### src/rtl/hazard_flush_ctrl_if.sv
// Pipeline-control bundle between the datapath stages and hazard_flush_ctrl.
// The master side drives the hazard/memory status; the slave side returns the freeze/flush controls.
interface hazard_flush_ctrl_if #(
  parameter int unsigned REG_W = 4
);
  logic [REG_W-1:0] id_src1;
  logic [REG_W-1:0] id_src2;
  logic             id_use_rn;
  logic             id_two_src;
  logic [REG_W-1:0] ex_dest;
  logic             ex_wb_en;
  logic             ex_mem_r_en;
  logic [REG_W-1:0] mem_dest;
  logic             mem_wb_en;
  logic             ex_branch_taken;
  logic             mem_req;
  logic             mem_ready;

  logic             pc_freeze;
  logic             if_id_freeze;
  logic             if_id_flush;
  logic             id_ex_freeze;
  logic             id_ex_flush;
  logic             ex_mem_freeze;
  logic             mem_stall;
  logic             mem_error;
  logic [15:0]      stall_cycles;

  modport master (
    output id_src1, id_src2, id_use_rn, id_two_src,
    output ex_dest, ex_wb_en, ex_mem_r_en,
    output mem_dest, mem_wb_en,
    output ex_branch_taken, mem_req, mem_ready,
    input  pc_freeze, if_id_freeze, if_id_flush,
    input  id_ex_freeze, id_ex_flush, ex_mem_freeze,
    input  mem_stall, mem_error, stall_cycles
  );

  modport slave (
    input  id_src1, id_src2, id_use_rn, id_two_src,
    input  ex_dest, ex_wb_en, ex_mem_r_en,
    input  mem_dest, mem_wb_en,
    input  ex_branch_taken, mem_req, mem_ready,
    output pc_freeze, if_id_freeze, if_id_flush,
    output id_ex_freeze, id_ex_flush, ex_mem_freeze,
    output mem_stall, mem_error, stall_cycles
  );
endinterface

### src/rtl/hazard_flush_ctrl.sv
// Freeze/flush controller for IF/ID, ID/EX and EX/MEM: RAW hazards, taken branches, memory waits.
// Define FORWARDING_EN to restrict hazard detection to load-use (ALU results forwarded).
module hazard_flush_ctrl #(
  parameter int unsigned MEM_TIMEOUT = 8,
  parameter int unsigned REG_W       = 4
) (
  input logic           clk,
  input logic           rst,
  hazard_flush_ctrl_if.slave bus
);

  localparam int unsigned CW = $clog2(MEM_TIMEOUT + 1);

  typedef enum logic [1:0] {
    RUN,
    MEM_WAIT,
    MEM_ERR
  } state_t;

  state_t        state;
  state_t        state_nx;
  logic [CW-1:0] wait_cnt;
  logic [CW-1:0] wait_cnt_nx;

  logic        hit_ex;
  logic        hazard;
  logic        mem_hold;
  logic [15:0] stall_cnt;
  logic        err_q;

  logic pc_freeze;
  logic if_id_freeze;
  logic if_id_flush;
  logic id_ex_freeze;
  logic id_ex_flush;
  logic ex_mem_freeze;
  logic mem_stall;

  // RAW hazard detection on the ID instruction's source operands
  always_comb begin
    hit_ex = (bus.id_use_rn  & (bus.id_src1 == bus.ex_dest)) |
             (bus.id_two_src & (bus.id_src2 == bus.ex_dest));
`ifdef FORWARDING_EN
    hazard = bus.ex_wb_en & bus.ex_mem_r_en & hit_ex;
`else
    hazard = (bus.ex_wb_en & hit_ex) |
             (bus.mem_wb_en &
              ((bus.id_use_rn  & (bus.id_src1 == bus.mem_dest)) |
               (bus.id_two_src & (bus.id_src2 == bus.mem_dest))));
`endif
  end

  // Whole-pipeline hold: memory still busy, or the controller is latched in the error state
  always_comb begin
    mem_hold = 1'b0;
    unique case (state)
      RUN:      mem_hold = bus.mem_req & ~bus.mem_ready;
      MEM_WAIT: mem_hold = ~bus.mem_ready;
      MEM_ERR:  mem_hold = 1'b1;
      default:  mem_hold = 1'b0;
    endcase
  end

  // State register
  always_ff @(posedge clk) begin
    if (rst) begin
      state    <= RUN;
      wait_cnt <= '0;
    end else begin
      state    <= state_nx;
      wait_cnt <= wait_cnt_nx;
    end
  end

  // Next-state logic; wait_cnt counts wait cycles including the one that left RUN
  always_comb begin
    state_nx    = state;
    wait_cnt_nx = wait_cnt;
    unique case (state)
      RUN: begin
        if (bus.mem_req & ~bus.mem_ready) begin
          wait_cnt_nx = CW'(1);
          state_nx    = (MEM_TIMEOUT <= 1) ? MEM_ERR : MEM_WAIT;
        end
      end
      MEM_WAIT: begin
        if (~bus.mem_ready) begin
          wait_cnt_nx = wait_cnt + CW'(1);
          if (wait_cnt_nx >= CW'(MEM_TIMEOUT)) begin
            state_nx = MEM_ERR;
          end
        end else begin
          wait_cnt_nx = '0;
          state_nx    = RUN;
        end
      end
      MEM_ERR: begin
        state_nx = MEM_ERR;
      end
      default: begin
        state_nx    = RUN;
        wait_cnt_nx = '0;
      end
    endcase
  end

  // Mealy output decode; a branch or hazard seen during a wait acts in the release cycle
  always_comb begin
    pc_freeze     = 1'b0;
    if_id_freeze  = 1'b0;
    if_id_flush   = 1'b0;
    id_ex_freeze  = 1'b0;
    id_ex_flush   = 1'b0;
    ex_mem_freeze = 1'b0;
    mem_stall     = 1'b0;
    if (!rst) begin
      if (mem_hold) begin
        pc_freeze     = 1'b1;
        if_id_freeze  = 1'b1;
        id_ex_freeze  = 1'b1;
        ex_mem_freeze = 1'b1;
        mem_stall     = 1'b1;
      end else if (bus.ex_branch_taken) begin
        if_id_flush = 1'b1;
        id_ex_flush = 1'b1;
      end else if (hazard) begin
        pc_freeze    = 1'b1;
        if_id_freeze = 1'b1;
        id_ex_flush  = 1'b1;
      end
    end
  end

  // Sticky timeout flag and saturating stall counter
  always_ff @(posedge clk) begin
    if (rst) begin
      err_q     <= 1'b0;
      stall_cnt <= '0;
    end else begin
      if (state_nx == MEM_ERR) begin
        err_q <= 1'b1;
      end
      if (pc_freeze && (stall_cnt != '1)) begin
        stall_cnt <= stall_cnt + 16'd1;
      end
    end
  end

  assign bus.pc_freeze     = pc_freeze;
  assign bus.if_id_freeze  = if_id_freeze;
  assign bus.if_id_flush   = if_id_flush;
  assign bus.id_ex_freeze  = id_ex_freeze;
  assign bus.id_ex_flush   = id_ex_flush;
  assign bus.ex_mem_freeze = ex_mem_freeze;
  assign bus.mem_stall     = mem_stall;
  assign bus.mem_error     = err_q;
  assign bus.stall_cycles  = stall_cnt;

endmodule

### src/flat_wrapper.sv
// flat-port wrapper written by rule: the top's interface ports become plain ports
module hazard_flush_ctrl_flat 
#(
  parameter int unsigned MEM_TIMEOUT = 8,
  parameter int unsigned REG_W       = 4
)
  (clk, rst, bus_id_src1, bus_id_src2, bus_id_use_rn, bus_id_two_src, bus_ex_dest, bus_ex_wb_en, bus_ex_mem_r_en, bus_mem_dest, bus_mem_wb_en, bus_ex_branch_taken, bus_mem_req, bus_mem_ready, bus_pc_freeze, bus_if_id_freeze, bus_if_id_flush, bus_id_ex_freeze, bus_id_ex_flush, bus_ex_mem_freeze, bus_mem_stall, bus_mem_error, bus_stall_cycles);
  hazard_flush_ctrl_if #(.REG_W(REG_W)) bus_i ();
  input logic clk;
  input logic rst;
  input wire logic [$bits(bus_i.id_src1)-1:0] bus_id_src1;
  input wire logic [$bits(bus_i.id_src2)-1:0] bus_id_src2;
  input wire logic [$bits(bus_i.id_use_rn)-1:0] bus_id_use_rn;
  input wire logic [$bits(bus_i.id_two_src)-1:0] bus_id_two_src;
  input wire logic [$bits(bus_i.ex_dest)-1:0] bus_ex_dest;
  input wire logic [$bits(bus_i.ex_wb_en)-1:0] bus_ex_wb_en;
  input wire logic [$bits(bus_i.ex_mem_r_en)-1:0] bus_ex_mem_r_en;
  input wire logic [$bits(bus_i.mem_dest)-1:0] bus_mem_dest;
  input wire logic [$bits(bus_i.mem_wb_en)-1:0] bus_mem_wb_en;
  input wire logic [$bits(bus_i.ex_branch_taken)-1:0] bus_ex_branch_taken;
  input wire logic [$bits(bus_i.mem_req)-1:0] bus_mem_req;
  input wire logic [$bits(bus_i.mem_ready)-1:0] bus_mem_ready;
  output wire logic [$bits(bus_i.pc_freeze)-1:0] bus_pc_freeze;
  output wire logic [$bits(bus_i.if_id_freeze)-1:0] bus_if_id_freeze;
  output wire logic [$bits(bus_i.if_id_flush)-1:0] bus_if_id_flush;
  output wire logic [$bits(bus_i.id_ex_freeze)-1:0] bus_id_ex_freeze;
  output wire logic [$bits(bus_i.id_ex_flush)-1:0] bus_id_ex_flush;
  output wire logic [$bits(bus_i.ex_mem_freeze)-1:0] bus_ex_mem_freeze;
  output wire logic [$bits(bus_i.mem_stall)-1:0] bus_mem_stall;
  output wire logic [$bits(bus_i.mem_error)-1:0] bus_mem_error;
  output wire logic [$bits(bus_i.stall_cycles)-1:0] bus_stall_cycles;
  assign bus_i.id_src1 = bus_id_src1;
  assign bus_i.id_src2 = bus_id_src2;
  assign bus_i.id_use_rn = bus_id_use_rn;
  assign bus_i.id_two_src = bus_id_two_src;
  assign bus_i.ex_dest = bus_ex_dest;
  assign bus_i.ex_wb_en = bus_ex_wb_en;
  assign bus_i.ex_mem_r_en = bus_ex_mem_r_en;
  assign bus_i.mem_dest = bus_mem_dest;
  assign bus_i.mem_wb_en = bus_mem_wb_en;
  assign bus_i.ex_branch_taken = bus_ex_branch_taken;
  assign bus_i.mem_req = bus_mem_req;
  assign bus_i.mem_ready = bus_mem_ready;
  assign bus_pc_freeze = bus_i.pc_freeze;
  assign bus_if_id_freeze = bus_i.if_id_freeze;
  assign bus_if_id_flush = bus_i.if_id_flush;
  assign bus_id_ex_freeze = bus_i.id_ex_freeze;
  assign bus_id_ex_flush = bus_i.id_ex_flush;
  assign bus_ex_mem_freeze = bus_i.ex_mem_freeze;
  assign bus_mem_stall = bus_i.mem_stall;
  assign bus_mem_error = bus_i.mem_error;
  assign bus_stall_cycles = bus_i.stall_cycles;
  hazard_flush_ctrl #(.MEM_TIMEOUT(MEM_TIMEOUT), .REG_W(REG_W)) u_core (.clk(clk), .rst(rst), .bus(bus_i));
endmodule
### config.mk
export PLATFORM = sky130hd
export DESIGN_NAME = hazard_flush_ctrl_flat
export DESIGN_NICKNAME = d
export VERILOG_FILES = /design/src/rtl/hazard_flush_ctrl_if.sv /design/src/rtl/hazard_flush_ctrl.sv /design/src/flat_wrapper.sv
export SDC_FILE = /design/constraint.sdc
export NUM_CORES = 1
export LEC_CHECK = 0
export BUFFER_PORTS_ARGS = -buffer_cell sky130_fd_sc_hd__buf_4
export CELL_PAD_IN_SITES_DETAIL_PLACEMENT = 1
export CELL_PAD_IN_SITES_GLOBAL_PLACEMENT = 1
export CORE_ASPECT_RATIO = 1.4
export CORE_UTILIZATION = 31
export CTS_CLUSTER_SIZE = 25
export DETAILED_ROUTE_END_ITERATION = 8
export HOLD_SLACK_MARGIN = 0.03
export PLACE_DENSITY_LB_ADDON = 0.1
export SYNTH_ARGS = -nofsm -noshare
export SYNTH_HDL_FRONTEND = slang
export SYNTH_SLANG_ARGS = --single-unit
### constraint.sdc
create_clock -name clk -period 1.9 [get_ports clk]
set_input_delay 0.285 -clock clk [delete_from_list [all_inputs] [get_ports clk]]
set_output_delay 0.285 -clock clk [all_outputs]
set_load 0.05 [all_outputs]
# Word-level counts from Yosys, hierarchy flattened
# Cells that the tools add are included.
# Widths: inputs -> output; s select.
# totals
ff_bits	23
word_cells	51
# op_classes
addsub	2
order_cmp	1
eq_ne	9
mux	20
bitwise	12
n_reduce_logical	3
# op_table
operator	n
$add 16x1->16 const B	1
$eq 4x4->1	4
$ne 16x16->1 const B	1
$mux 1	12
$pmux 4 s3	1
$mux 4	2
$and 1x1->1	7
$mux 2	3
$pmux 2 s3	1
$add 4x1->4 const B	1
$eq 2x2->1 const B	2
$ge 4x4->1 const B	1
$or 1x1->1	3
$pmux 1 s3	1
$eq 2x1->1 const B	1
$logic_not 2->1	1
$ne 2x1->1 const B	1
$not 1->1	2
$reduce_and 2->1	1
$logic_and 1x1->1	1

# Longest topological paths before layout
# Gate-level depths: netlist of the first run.
# logic_depth
depth_word	10
mapped_depth	9
depth_no_buf	7

# Worst setup path before layout of the first run
# OpenSTA, ideal clock, no wires.
# synth_path
path_kind	input port to output port
from	input bus_ex_dest[3]
to	output bus_pc_freeze
arrival_ns	2.105
t_required_ns	1.615
setup_slack_ns	-0.490
cell_stages	7
n_path_buf	1
path_cell_list	xor2_1 > nor3_1 > nand4_1 > and4_1 > o21a_1 > nor2_1 > buf_4
# synth_between
elab_chain_len	9
# synth_rtl
item	line	text
from (decl)	flat_wrapper.sv:15	input wire logic [$bits(bus_i.ex_dest)-1:0] bus_ex_dest;
$eq 4x4->1, on equally long branches	hazard_flush_ctrl.sv:41, hazard_flush_ctrl.sv:42	
$and 1x1->1, on equally long branches	hazard_flush_ctrl.sv:41, hazard_flush_ctrl.sv:42	
$or 1x1->1 *	hazard_flush_ctrl.sv:41	hit_ex = (bus.id_use_rn & (bus.id_src1 == bus.ex_dest)) |
$and 1x1->1 *	hazard_flush_ctrl.sv:46	hazard = (bus.ex_wb_en & hit_ex) |
$or 1x1->1 *	hazard_flush_ctrl.sv:46	
$mux 1 * (4 in a row)	-	
to (decl)	flat_wrapper.sv:23	output wire logic [$bits(bus_i.pc_freeze)-1:0] bus_pc_freeze;
# Every way passes the cells marked *; elsewhere a longest branch is shown, timed or not.

# Worst setup path after layout of the first run
# layout_path
from	input bus_id_src2[2]
to	output bus_if_id_freeze
# layout_between
elab_chain_len	9
# layout_rtl
item	line	text
from (decl)	flat_wrapper.sv:12	input wire logic [$bits(bus_i.id_src2)-1:0] bus_id_src2;
$eq 4x4->1, on equally long branches	hazard_flush_ctrl.sv:42, hazard_flush_ctrl.sv:49	
$and 1x1->1, on equally long branches	hazard_flush_ctrl.sv:42, hazard_flush_ctrl.sv:49	
$or 1x1->1, on equally long branches	hazard_flush_ctrl.sv:41, hazard_flush_ctrl.sv:48	
$and 1x1->1, on equally long branches	hazard_flush_ctrl.sv:46, hazard_flush_ctrl.sv:47	
$or 1x1->1 *	hazard_flush_ctrl.sv:46	
$mux 1 *	hazard_flush_ctrl.sv:126	end else if (hazard) begin
$mux 1 *	hazard_flush_ctrl.sv:123	end else if (bus.ex_branch_taken) begin
$mux 1 *	hazard_flush_ctrl.sv:117	if (mem_hold) begin
$mux 1 *	hazard_flush_ctrl.sv:116	if (!rst) begin
to (decl)	flat_wrapper.sv:24	output wire logic [$bits(bus_i.if_id_freeze)-1:0] bus_if_id_freeze;
# Marks and branches as above.

==> results of run 1 <==
cells in the mapped netlist:
cell type	instances	area share, %
nor2_1	9	2.5
a32oi_1	2	1.3
nand2_1	8	2.2
o31a_1	1	0.65
nand4_1	7	3.3
nand3_1	9	3.4
nand2b_1	2	0.93
o21ai_0	4	1.5
o21a_1	2	1.1
or3_1	4	1.9
buf_2	2	0.75
inv_1	3	0.84
a311oi_1	1	0.65
mux2i_1	3	2.2
or4_1	4	2.2
o211ai_1	3	1.7
and3_1	4	1.9
clkbuf_1	3	0.84
a21oi_1	10	3.7
xnor2_1	5	3.3
mux2_2	1	0.84
nor4_1	1	0.47
buf_4	3	1.7
a211o_1	1	0.65
and2_4	1	0.65
o41ai_1	2	1.3
dfxtp_1	23	34
o311ai_0	2	1.3
o31ai_1	6	3.4
nor2_4	1	0.84
nor3_1	6	2.2
ha_1	2	1.9
and4_1	2	1.3
o21ai_1	1	0.37
xor2_1	14	9.1
buf_6	2	1.7
a21o_1	2	1.1
area by class of cell:
class | instances | area share [%]
Clock buffer | 4 | 1.99
Timing Repair Buffer | 88 | 31.8
Multi-Input combinational cell | 121 | 41.6
Sequential cell | 23 | 21.7
Tap cell | 43 | 2.37
Inverter | 3 | 0.496
per-stage QoR:
step	setup slack [ns]	total power, W
6_report	-0.115	0.00107
5_1_grt	-0.227	0.00112
4_1_cts	-0.110	0.00107
3_3_place_gp	-0.233	0.000715
3_5_place_dp	-0.310	0.000724
2_1_floorplan	-0.224	0.000620
metal layers:
metal / vias to the layer above / GRT usage, % / part of all wire (%)
met2: 41 / 40.2 / 58
met3: 8 / 2.76 / 3.3
met1: 736 / 19.5 / 37
met4: 0 / 8.29 / 1.8
met5: - / 0 / 0
li1: 746 / - / -
cell families (layout without fill, tap and decap cells):
family,count (synthesis),in the layout,share of synthesized area [%]
AND/OR/NAND/NOR,58,58,23.8
AO/OA/AOI/OAI,37,38,18.7
flip-flops,23,23,34.3
XOR/XNOR,19,19,12.4
buffers and inverters,13,95,5.78
multiplexers,4,4,3.08
adder cells (fa/ha/maj),2,2,1.87
worst max path at each step:
stage | endpoint | slack, ns | depth (start not counted)
2_1_floorplan | bus_pc_freeze | -0.22 | 7
3_3_place_gp | u_core.bus.stall_cycles[15] | -0.23 | 9
3_5_place_dp | u_core.bus.stall_cycles[14] | -0.31 | 9
4_1_cts | bus_if_id_freeze | -0.11 | 9
5_1_grt | bus_if_id_freeze | -0.23 | 9
6_report | bus_if_id_freeze | -0.11 | 9
critical path: cells and delay by family:
family	cells	cell delay, ns
AND/OR/NAND/NOR	4	0.68
buffers and inverters	3	0.39
XOR/XNOR	1	0.17
AO/OA/AOI/OAI	1	0.20
registers in the layout, indices dropped and copies added, names as in the netlist:
register,flops
u_core.bus.stall_cycles,16
u_core.wait_cnt,4
u_core.state,2
u_core.bus.mem_error,1
power by group through the flow:
stage / clock network (W) / registers (W) / logic [W]
after floorplan: 0 / 0.000503 / 0.000117
after global placement: 0 / 0.000494 / 0.000221
after detailed placement: 0 / 0.000494 / 0.000230
after CTS: 0.000329 / 0.000483 / 0.000256
after global routing: 0.000341 / 0.000484 / 0.000291
final: 0.000315 / 0.000483 / 0.000273
repair_timing:
item / CTS / global route
cloned: 1 / 0
endpoints found under the hold margin: 0 / 0
setup endpoints to repair: 12 / 10
pin swaps: 10 / 16
setup buffers: 3 / 7
gates resized for setup: 17 / 20
==> results.json, run 1 <==
{
  "final_common_cell": "buf_4",
  "worst_pin_slew_ns": 0.346,
  "crit_slowest_cell": "nor3_2",
  "drcViolationCount": 3,
  "reg2reg_from": "u_core.bus.stall_cycles[9]",
  "setup_viol": 2,
  "cts_buffers": 3,
  "final_util_pct": 56.0,
  "clockPowerShare_pct": 29.4,
  "drt-total-wl_um": 4480,
  "grt.total_usage_pct": 20.0,
  "synth.distinct_cells": 37,
  "io_pins": 50,
  "comb_power_share_pct": 25.5,
  "cts_num_sinks": 23,
  "path_clk_slew_ns": 0.08,
  "status": "complete, but fails checks",
  "grt_start_max_net_pins": 18,
  "initialDrtViolationCount": 32,
  "power.switching_w": 0.000308,
  "fin_area_sq_mm": 0.00227,
  "cap_violations": 0,
  "htree_levels": 1,
  "crit_path_frequent_cell": "buf_6",
  "rsz0062_at_grt": "true",
  "yosys_warnings": 0,
  "tns_ns": -0.229,
  "clk_path_buf_depth": 2,
  "syn-mean-instance-area_sq_um": 8.60,
  "synth_area_sq_mm": 0.00134,
  "die_area_sq_mm": 0.00460,
  "min_path_cells": 4,
  "violations": "design-rule violations, negative setup slack",
  "drive_above_1_share_pct": 54.8,
  "cp.required_ns": 1.62,
  "place.gp.congestion": 0.742,
  "grt_pass1_wl_um": 7110,
  "cp_slowest_stage_delay_ns": 0.20,
  "layout_common_cells": "buf_4 (73), buf_6 (14), xor2_1 (10), a21oi_1 (10)",
  "firstDrtPassIters": 6,
  "grt_overflow_total": 0,
  "sw_frac_of_total_pct": 28.7,
  "core.rowCount": 27,
  "clk_latency_ns": 0.27,
  "layout_setup_ws_ns": -0.115,
  "die_height_um": 79.8,
  "worstSetupStartpointType": "input port",
  "ir_worst_vdd_mv": 0.227,
  "antenna_cells": 0,
  "timing.hold.ws_ns": 0.369,
  "grt_pass1_vias": 1582,
  "min_from": "bus_mem_req",
  "vias": 1531,
  "ys_ff_latch": 23,
  "p_per_area_mw_per_mm2": 472,
  "r2r-end": "u_core.bus.stall_cycles[15]",
  "crit_fanout": 3,
  "crit_chain": "buf_8, xor2_2, nor3_2, nand4_1, and4_4, buf_6, o21a_1, nor2_2, buf_6",
  "pwr-share-seq_pct": 45.1,
  "fin_crit_ns": 2.01,
  "placed_cell_area_sq_mm": 0.00196,
  "clock_skew_ns": 0.00425,
  "syn-num-nets": 184,
  "initial_core_util_pct": 33.1,
  "dpl.hpwl_um": 3420,
  "cts_tree": "done",
  "p_int_w": 0.000763,
  "dpl.cell_count": 267,
  "hp-class": "input port to flip-flop",
  "portBuffers": 48,
  "holdPathEnd": "u_core.wait_cnt[3]",
  "final_antenna_net_count": 0,
  "cp-end-kind": "output port",
  "die_x_um": 57.6,
  "synth.yosys.seq_area_share_pct": 34.3,
  "p_leak_nw": 0.950,
  "clockRootBuffer": "clkbuf_8",
  "antenna_found_initial": 0,
  "worstSetupPathType": "input port to output port",
  "arrival_ns": 1.73,
  "slew_viol_final": 0,
  "nets": 268,
  "fin_crit_sh_pct": 106,
  "syn_inst": 156,
  "slew-limit-headroom_pct": 76.9,
  "cts_hold_buf": 0,
  "rr_worst_depth": 6,
  "vias_per_cell": 5.43,
  "multiInputGateArea_sq_um": 945,
  "finalNonFillerCells": 282,
  "crit_start": "bus_id_src2[2]",
  "routedWlPerCell_um": 15.9,
  "regArea_sq_um": 493,
  "nFillCells": 477,
  "r2r_slack_ns": 0.03,
  "hold_viol": 0,
  "syn_to_final_growth_pct": 69.1,
  "fmax_mhz": 496,
  "fp.coreArea_sq_mm": 0.00405
}
(Power assumes the default switching activity.)
==> inputs of run 2 (changes only) <==
--- a/config.mk
+++ b/config.mk
@@ -5,6 +5,7 @@
 export SDC_FILE = /design/constraint.sdc
 export NUM_CORES = 1
 export LEC_CHECK = 0
+export ABC_AREA = 1
 export BUFFER_PORTS_ARGS = -buffer_cell sky130_fd_sc_hd__buf_4
 export CELL_PAD_IN_SITES_DETAIL_PLACEMENT = 1
 export CELL_PAD_IN_SITES_GLOBAL_PLACEMENT = 1
==> run 2 against run 1 <==
Compared with the run above: the run now ends clean; hold slack worse by 0.030 ns; synthesized cell count rose by 65%; non-clock buffer count decreased by 34; critical path type is now flip-flop to output port; combinational power decreased by 10%; power is 2.6% lower; sequential share of layout area rose by 0.37 points; via count is 14% higher.
==> results.json, run 2 <==
{
  "drive_above_1_share_pct": 27.0,
  "p_leak_nw": 1.01,
  "slew_viol_final": 0,
  "routedWlPerCell_um": 12.1,
  "cts_tree": "done",
  "clk_path_buf_depth": 2,
  "synth.yosys.seq_area_share_pct": 28.4,
  "cp_slowest_stage_delay_ns": 0.33,
  "clockRootBuffer": "clkbuf_8",
  "drt-total-wl_um": 4500,
  "fmax_mhz": 563,
  "synth.area.top_cells": "dfxtp_1 (28%), nand2_1 (18%), nand3_1 (9.0%), inv_1 (6.7%), a21oi_1 (6.5%)",
  "grt_pass1_wl_um": 7800,
  "yosys-top-cells-count": "nand2_1 (79), inv_1 (29), nand3_1 (29)",
  "cap_violations": 0,
  "reg2reg_from": "u_core.bus.stall_cycles[0]",
  "antenna_found_initial": 0,
  "use_met2_pct": 34.2,
  "critPathBufInv": 4,
  "use_met1_pct": 19.9,
  "min_from": "bus_mem_req",
  "fp.coreArea_sq_mm": 0.00495,
  "vias_per_cell": 4.70,
  "critPathTopFamily": "buffers and inverters",
  "crit_fanout": 15,
  "tns_ns": 0,
  "async_flop_share_pct": 0,
  "htree_levels": 1,
  "antenna_cells": 0,
  "portBuffers": 48,
  "total_power_w": 0.00104,
  "initial_core_util_pct": 32.7,
  "cts_hold_buf": 0,
  "worstSetupPathType": "flip-flop to output port",
  "initialDrtViolationCount": 28,
  "layout_common_cells": "nand2_1 (79), buf_4 (51), inv_1 (29), nand3_1 (29), nor2_1 (23)",
  "synth_edf_count": 0,
  "crit_chain": "inv_1, a21oi_2, inv_2, nand2_1, nor2_4, clkinv_2, nand2_8, buf_6",
  "cp-end-kind": "output port",
  "vias": 1744,
  "largest_reg_flops": 16,
  "grt_overflow_total": 0,
  "syn-num-nets": 285,
  "arrival_ns": 1.49,
  "synth_most_common_cell": "nand2_1",
  "die_x_um": 63.1,
  "grt_pass1_vias": 1758,
  "yosys_warnings": 0,
  "placed_cell_area_sq_mm": 0.00209,
  "final_common_cell": "nand2_1",
  "r2r-end": "u_core.bus.stall_cycles[2]",
  "final_antenna_net_count": 0,
  "ys_ff_latch": 23,
  "fin_crit_sh_pct": 93.4,
  "clock_skew_ns": 0.00227,
  "syn_inst": 257,
  "cp.required_ns": 1.62,
  "grt.total_usage_pct": 17.7,
  "rr_worst_depth": 9,
  "synth.distinct_cells": 26,
  "die_area_sq_mm": 0.00553,
  "path_clk_slew_ns": 0.08,
  "synth_ff_type": "dfxtp_1",
  "top_usage_layer": "met2",
  "setup_viol": 0,
  "hold_viol": 0,
  "use_met3_pct": 2.34,
  "syn_to_final_growth_pct": 33.7,
  "p_per_area_mw_per_mm2": 481,
  "fin_crit_ns": 1.77,
  "ir_worst_vdd_mv": 0.376,
  "finalNonFillerCells": 371,
  "nets": 336,
  "r2r_slack_ns": 0.14,
  "slew-limit-headroom_pct": 71.2,
  "fin_area_sq_mm": 0.00217,
  "crit_slowest_cell": "dfxtp_2",
  "worst_pin_slew_ns": 0.429,
  "place.gp.congestion": 0.775,
  "cts_num_sinks": 23,
  "dpl.cell_count": 367,
  "firstDrtPassIters": 4,
  "worstSetupStartpointType": "flip-flop",
  "cts_buffers": 3,
  "synth_area_sq_mm": 0.00162,
  "hp-class": "input port to flip-flop",
  "dpl.hpwl_um": 3600,
  "core.rowCount": 30,
  "clk_latency_ns": 0.26,
  "die_height_um": 87.6,
  "pre_cts_ws_ns": 0.158,
  "synth_largest_area_cell": "dfxtp_1",
  "holdPathEnd": "u_core.state[0]",
  "layout_setup_ws_ns": 0.125,
  "min_path_cells": 3,
  "status": "completed",
  "grt_start_max_net_pins": 25,
  "drcViolationCount": 0,
  "syn-mean-instance-area_sq_um": 6.31,
  "rsz0062_at_grt": "false",
  "netlist.area_leader.share_pct": 28.4,
  "io_pins": 50
}
run 2: through the flow:
stage / util [%] / hold slack [ns]
floorplan: - / 0.366
global placement: 42.1 / 0.454
detailed placement: 42.1 / 0.476
CTS: 43.1 / 0.336
global route: 43.8 / 0.369
finish: 43.8 / 0.338
run 2: report_power, final:
part           switching, W  internal [W]
sequential       0.00000755      0.000487
combinational      0.000151     0.0000934
clock              0.000157      0.000146
run 2: cell families after synthesis:
group	after synthesis	synth area share, %
compound gates	24	7.95
simple gates	146	40.4
fa+ha+maj	2	1.54
flops	23	28.4
xor+xnor	20	10.8
buf+inv	42	11.0
run 2: layout make-up:
cell class / count / area, sq um
fillers: 697 / 2790
multi-input cells: 192 / 1020
flip-flops and latches: 23 / 479
repair buffers: 54 / 417
inverters: 34 / 129
well taps: 64 / 80.1
clock buffers: 3 / 41.3
clock inverters: 1 / 5.00
run 2: how the worst max path moves through the flow:
| stage | from | endpoint | slack [ns] | depth (start not counted) |
|---|---|---|---|---|
| detailed placement | u_core.bus.stall_cycles[0] | u_core.bus.stall_cycles[2] | 0.16 | 9 |
| CTS | u_core.state[1] | bus_pc_freeze | 0.02 | 7 |
| floorplan | u_core.bus.stall_cycles[8] | u_core.bus.stall_cycles[2] | 0.04 | 8 |
| finish | u_core.state[0] | bus_pc_freeze | 0.13 | 8 |
| global placement | bus_id_src1[1] | bus_pc_freeze | 0.18 | 12 |
| global route | u_core.state[0] | bus_pc_freeze | 0.005 | 8 |
run 2: per-layer routing:
layer	wire length [um]	vias up	part of all wire (%)
met2	2420	28	54
met4	38	0	0.84
li1	-	908	-
met1	1900	806	42
met3	145	2	3.2
met5	0	-	0
run 2: tightest hold or removal path: cells and delay by family:
| family | cells | cell delay, ns |
|---|---|---|
| compound gates | 1 | 0.07 |
| buf+inv | 1 | 0.11 |
| simple gates | 1 | 0.10 |
run 2: timing repair:
item	in CTS	in global routing
setup endpoints to repair	3	4
setup buffers	0	0
gates resized for setup	1	7
pin swaps	0	1
==> inputs of run 3 (changes only) <==
--- a/config.mk
+++ b/config.mk
@@ -14,7 +14,7 @@
 export CTS_CLUSTER_SIZE = 25
 export DETAILED_ROUTE_END_ITERATION = 8
 export HOLD_SLACK_MARGIN = 0.03
-export PLACE_DENSITY_LB_ADDON = 0.1
+export PLACE_DENSITY = 0.82
 export SYNTH_ARGS = -nofsm -noshare
 export SYNTH_HDL_FRONTEND = slang
 export SYNTH_SLANG_ARGS = --single-unit
==> run 3 against run 2 <==
Compared with the run above: clock skew is 0.010 ns higher; core utilization up 0.35 points; routed wire length grew 2.0%; sequential power about the same; first-iteration DRC count increased by 32%; non-clock buffer count increased by 3; sequential share of layout area down 0.18 points; register-to-register slack better by 0.05 ns; combinational power increased by 3%; cell count increased by 0.81%.
==> results.json, run 3 (synthesized netlist as in run 2, its figures left out) <==
{
  "slew_viol_final": 0,
  "die_x_um": 63.1,
  "fmax_mhz": 574,
  "arrival_ns": 1.46,
  "pre_cts_ws_ns": 0.0782,
  "worstSetupStartpointType": "flip-flop",
  "layout_setup_ws_ns": 0.157,
  "initialDrtViolationCount": 37,
  "use_met3_pct": 1.56,
  "final_antenna_net_count": 0,
  "clockRootBuffer": "clkbuf_8",
  "grt_pass1_wl_um": 7560,
  "setup_viol": 0,
  "hold_viol": 0,
  "top_usage_layer": "met2",
  "hp-class": "input port to flip-flop",
  "critPathBufInv": 4,
  "grt_pass1_vias": 1730,
  "initial_core_util_pct": 32.7,
  "place.gp.congestion": 0.816,
  "drive_above_1_share_pct": 27.7,
  "largest_reg_flops": 16,
  "nFillCells": 690,
  "rsz0062_at_grt": "false",
  "cp_slowest_stage_delay_ns": 0.34,
  "antenna_found_initial": 0,
  "clk_path_buf_depth": 2,
  "fin_crit_ns": 1.74,
  "io_pins": 50,
  "fp.coreArea_sq_mm": 0.00495,
  "core.rowCount": 30,
  "crit_chain": "inv_1, a21oi_2, inv_2, nand2_1, nor2_4, clkinv_2, nand2_8, buf_6",
  "dpl.hpwl_um": 3500,
  "layout_common_cells": "nand2_1 (79), buf_4 (55), inv_1 (29), nand3_1 (29), nor2_1 (23)",
  "slew-limit-headroom_pct": 69.6,
  "crit_slowest_cell": "dfxtp_2",
  "fin_area_sq_mm": 0.00219,
  "cts_buffers": 3,
  "antenna_cells": 0,
  "path_clk_slew_ns": 0.07,
  "cp.required_ns": 1.62,
  "clock_skew_ns": 0.0122,
  "placed_cell_area_sq_mm": 0.00207,
  "cap_violations": 0,
  "p_per_area_mw_per_mm2": 482,
  "drcViolationCount": 0,
  "nets": 339,
  "clk_latency_ns": 0.27,
  "final_common_cell": "nand2_1",
  "grt_overflow_total": 0,
  "use_met2_pct": 34.3,
  "syn_to_final_growth_pct": 34.8,
  "die_height_um": 87.6,
  "vias_per_cell": 4.79,
  "htree_levels": 1,
  "portBuffers": 48,
  "worst_pin_slew_ns": 0.453,
  "vias": 1790,
  "fin_crit_sh_pct": 91.7,
  "status": "completed",
  "p_leak_nw": 1.02,
  "worstSetupPathType": "flip-flop to output port",
  "grt_start_max_net_pins": 25,
  "ir_worst_vdd_mv": 0.302,
  "drt-total-wl_um": 4600,
  "die_area_sq_mm": 0.00553,
  "crit_fanout": 13,
  "cts_num_sinks": 23,
  "cp-end-kind": "output port",
  "use_met1_pct": 18.5,
  "grt.total_usage_pct": 17.2,
  "routedWlPerCell_um": 12.3,
  "cts_tree": "done",
  "critPathTopFamily": "buffers and inverters",
  "firstDrtPassIters": 4
}
==> run 3: cell types whose count changed in the layout (fill, tap and decap cells not counted), sizes merged <==
cell	previous run	this run
buf	54	57
clkbuf	3	4
inv	32	33
clkinv	3	1
==> run 3: repair_timing <==
| item | 4_1_cts | 5_1_grt |
|---|---|---|
| hold buffers | 0 | 0 |
| setup endpoints to repair | 2 | 19 |
| gates resized for setup | 1 | 7 |
| pin swaps | 0 | 1 |
| gates cloned | 0 | 0 |
| buffers inserted | 0 | 5 |
==> run 3: worst min-delay path: stages <==
cell	delay [ns]
buf_4	0.09
nor3_1	0.06
nand2_1	0.06
a21oi_1	0.05
==> run 3: where the power goes <==
group	switching, W	internal [W]
Combinational	0.000154	0.0000985
Sequential	0.00000823	0.000487
Clock	0.000157	0.000150
Total	0.000319	0.000735
==> run 3: final timing paths <==
check / from / end / slack, ns / cells after the start
worst min register to register: u_core.bus.mem_error / u_core.bus.mem_error / 0.47 / 1
worst max register to register: u_core.bus.stall_cycles[0] / u_core.bus.stall_cycles[6] / 0.19 / 9
worst min-delay path: bus_mem_ready / u_core.wait_cnt[1] / 0.34 / 4
worst max-delay path: u_core.state[0] / bus_if_id_freeze / 0.16 / 8
==> run 3: area by class of cell <==
type                    count  area, sq um  share of cell area [%]
multi-input cells         192         1020                    46.5
flip-flops and latches     23          479                    21.9
repair buffers             57          435                    19.9
inverters                  34          129                    5.90
well taps                  64         80.1                    3.66
clock buffers               4         45.0                    2.06
==> run 3: per-stage QoR <==
| step | power, W | cells | utilization, % | hold WS, ns | setup TNS [ns] |
|---|---|---|---|---|---|
| 6_report | 0.00105 | 374 | 44.1 | 0.338 | 0 |
| 5_1_grt | 0.00111 | 374 | 44.1 | 0.344 | 0 |
| 4_1_cts | 0.00106 | 369 | 42.8 | 0.341 | -0.00857 |
| 3_5_place_dp | 0.000746 | 365 | 41.8 | 0.450 | 0 |
| 3_3_place_gp | 0.000741 | 365 | 41.8 | 0.449 | 0 |
| 2_1_floorplan | 0.000660 | 257 | - | 0.366 | 0 |
==> run 3: routing by layer <==
layer	routed length (um)	part of all wire [%]
met5	0	0
met4	60	1.3
met3	192	4.2
met2	2510	55
met1	1840	40
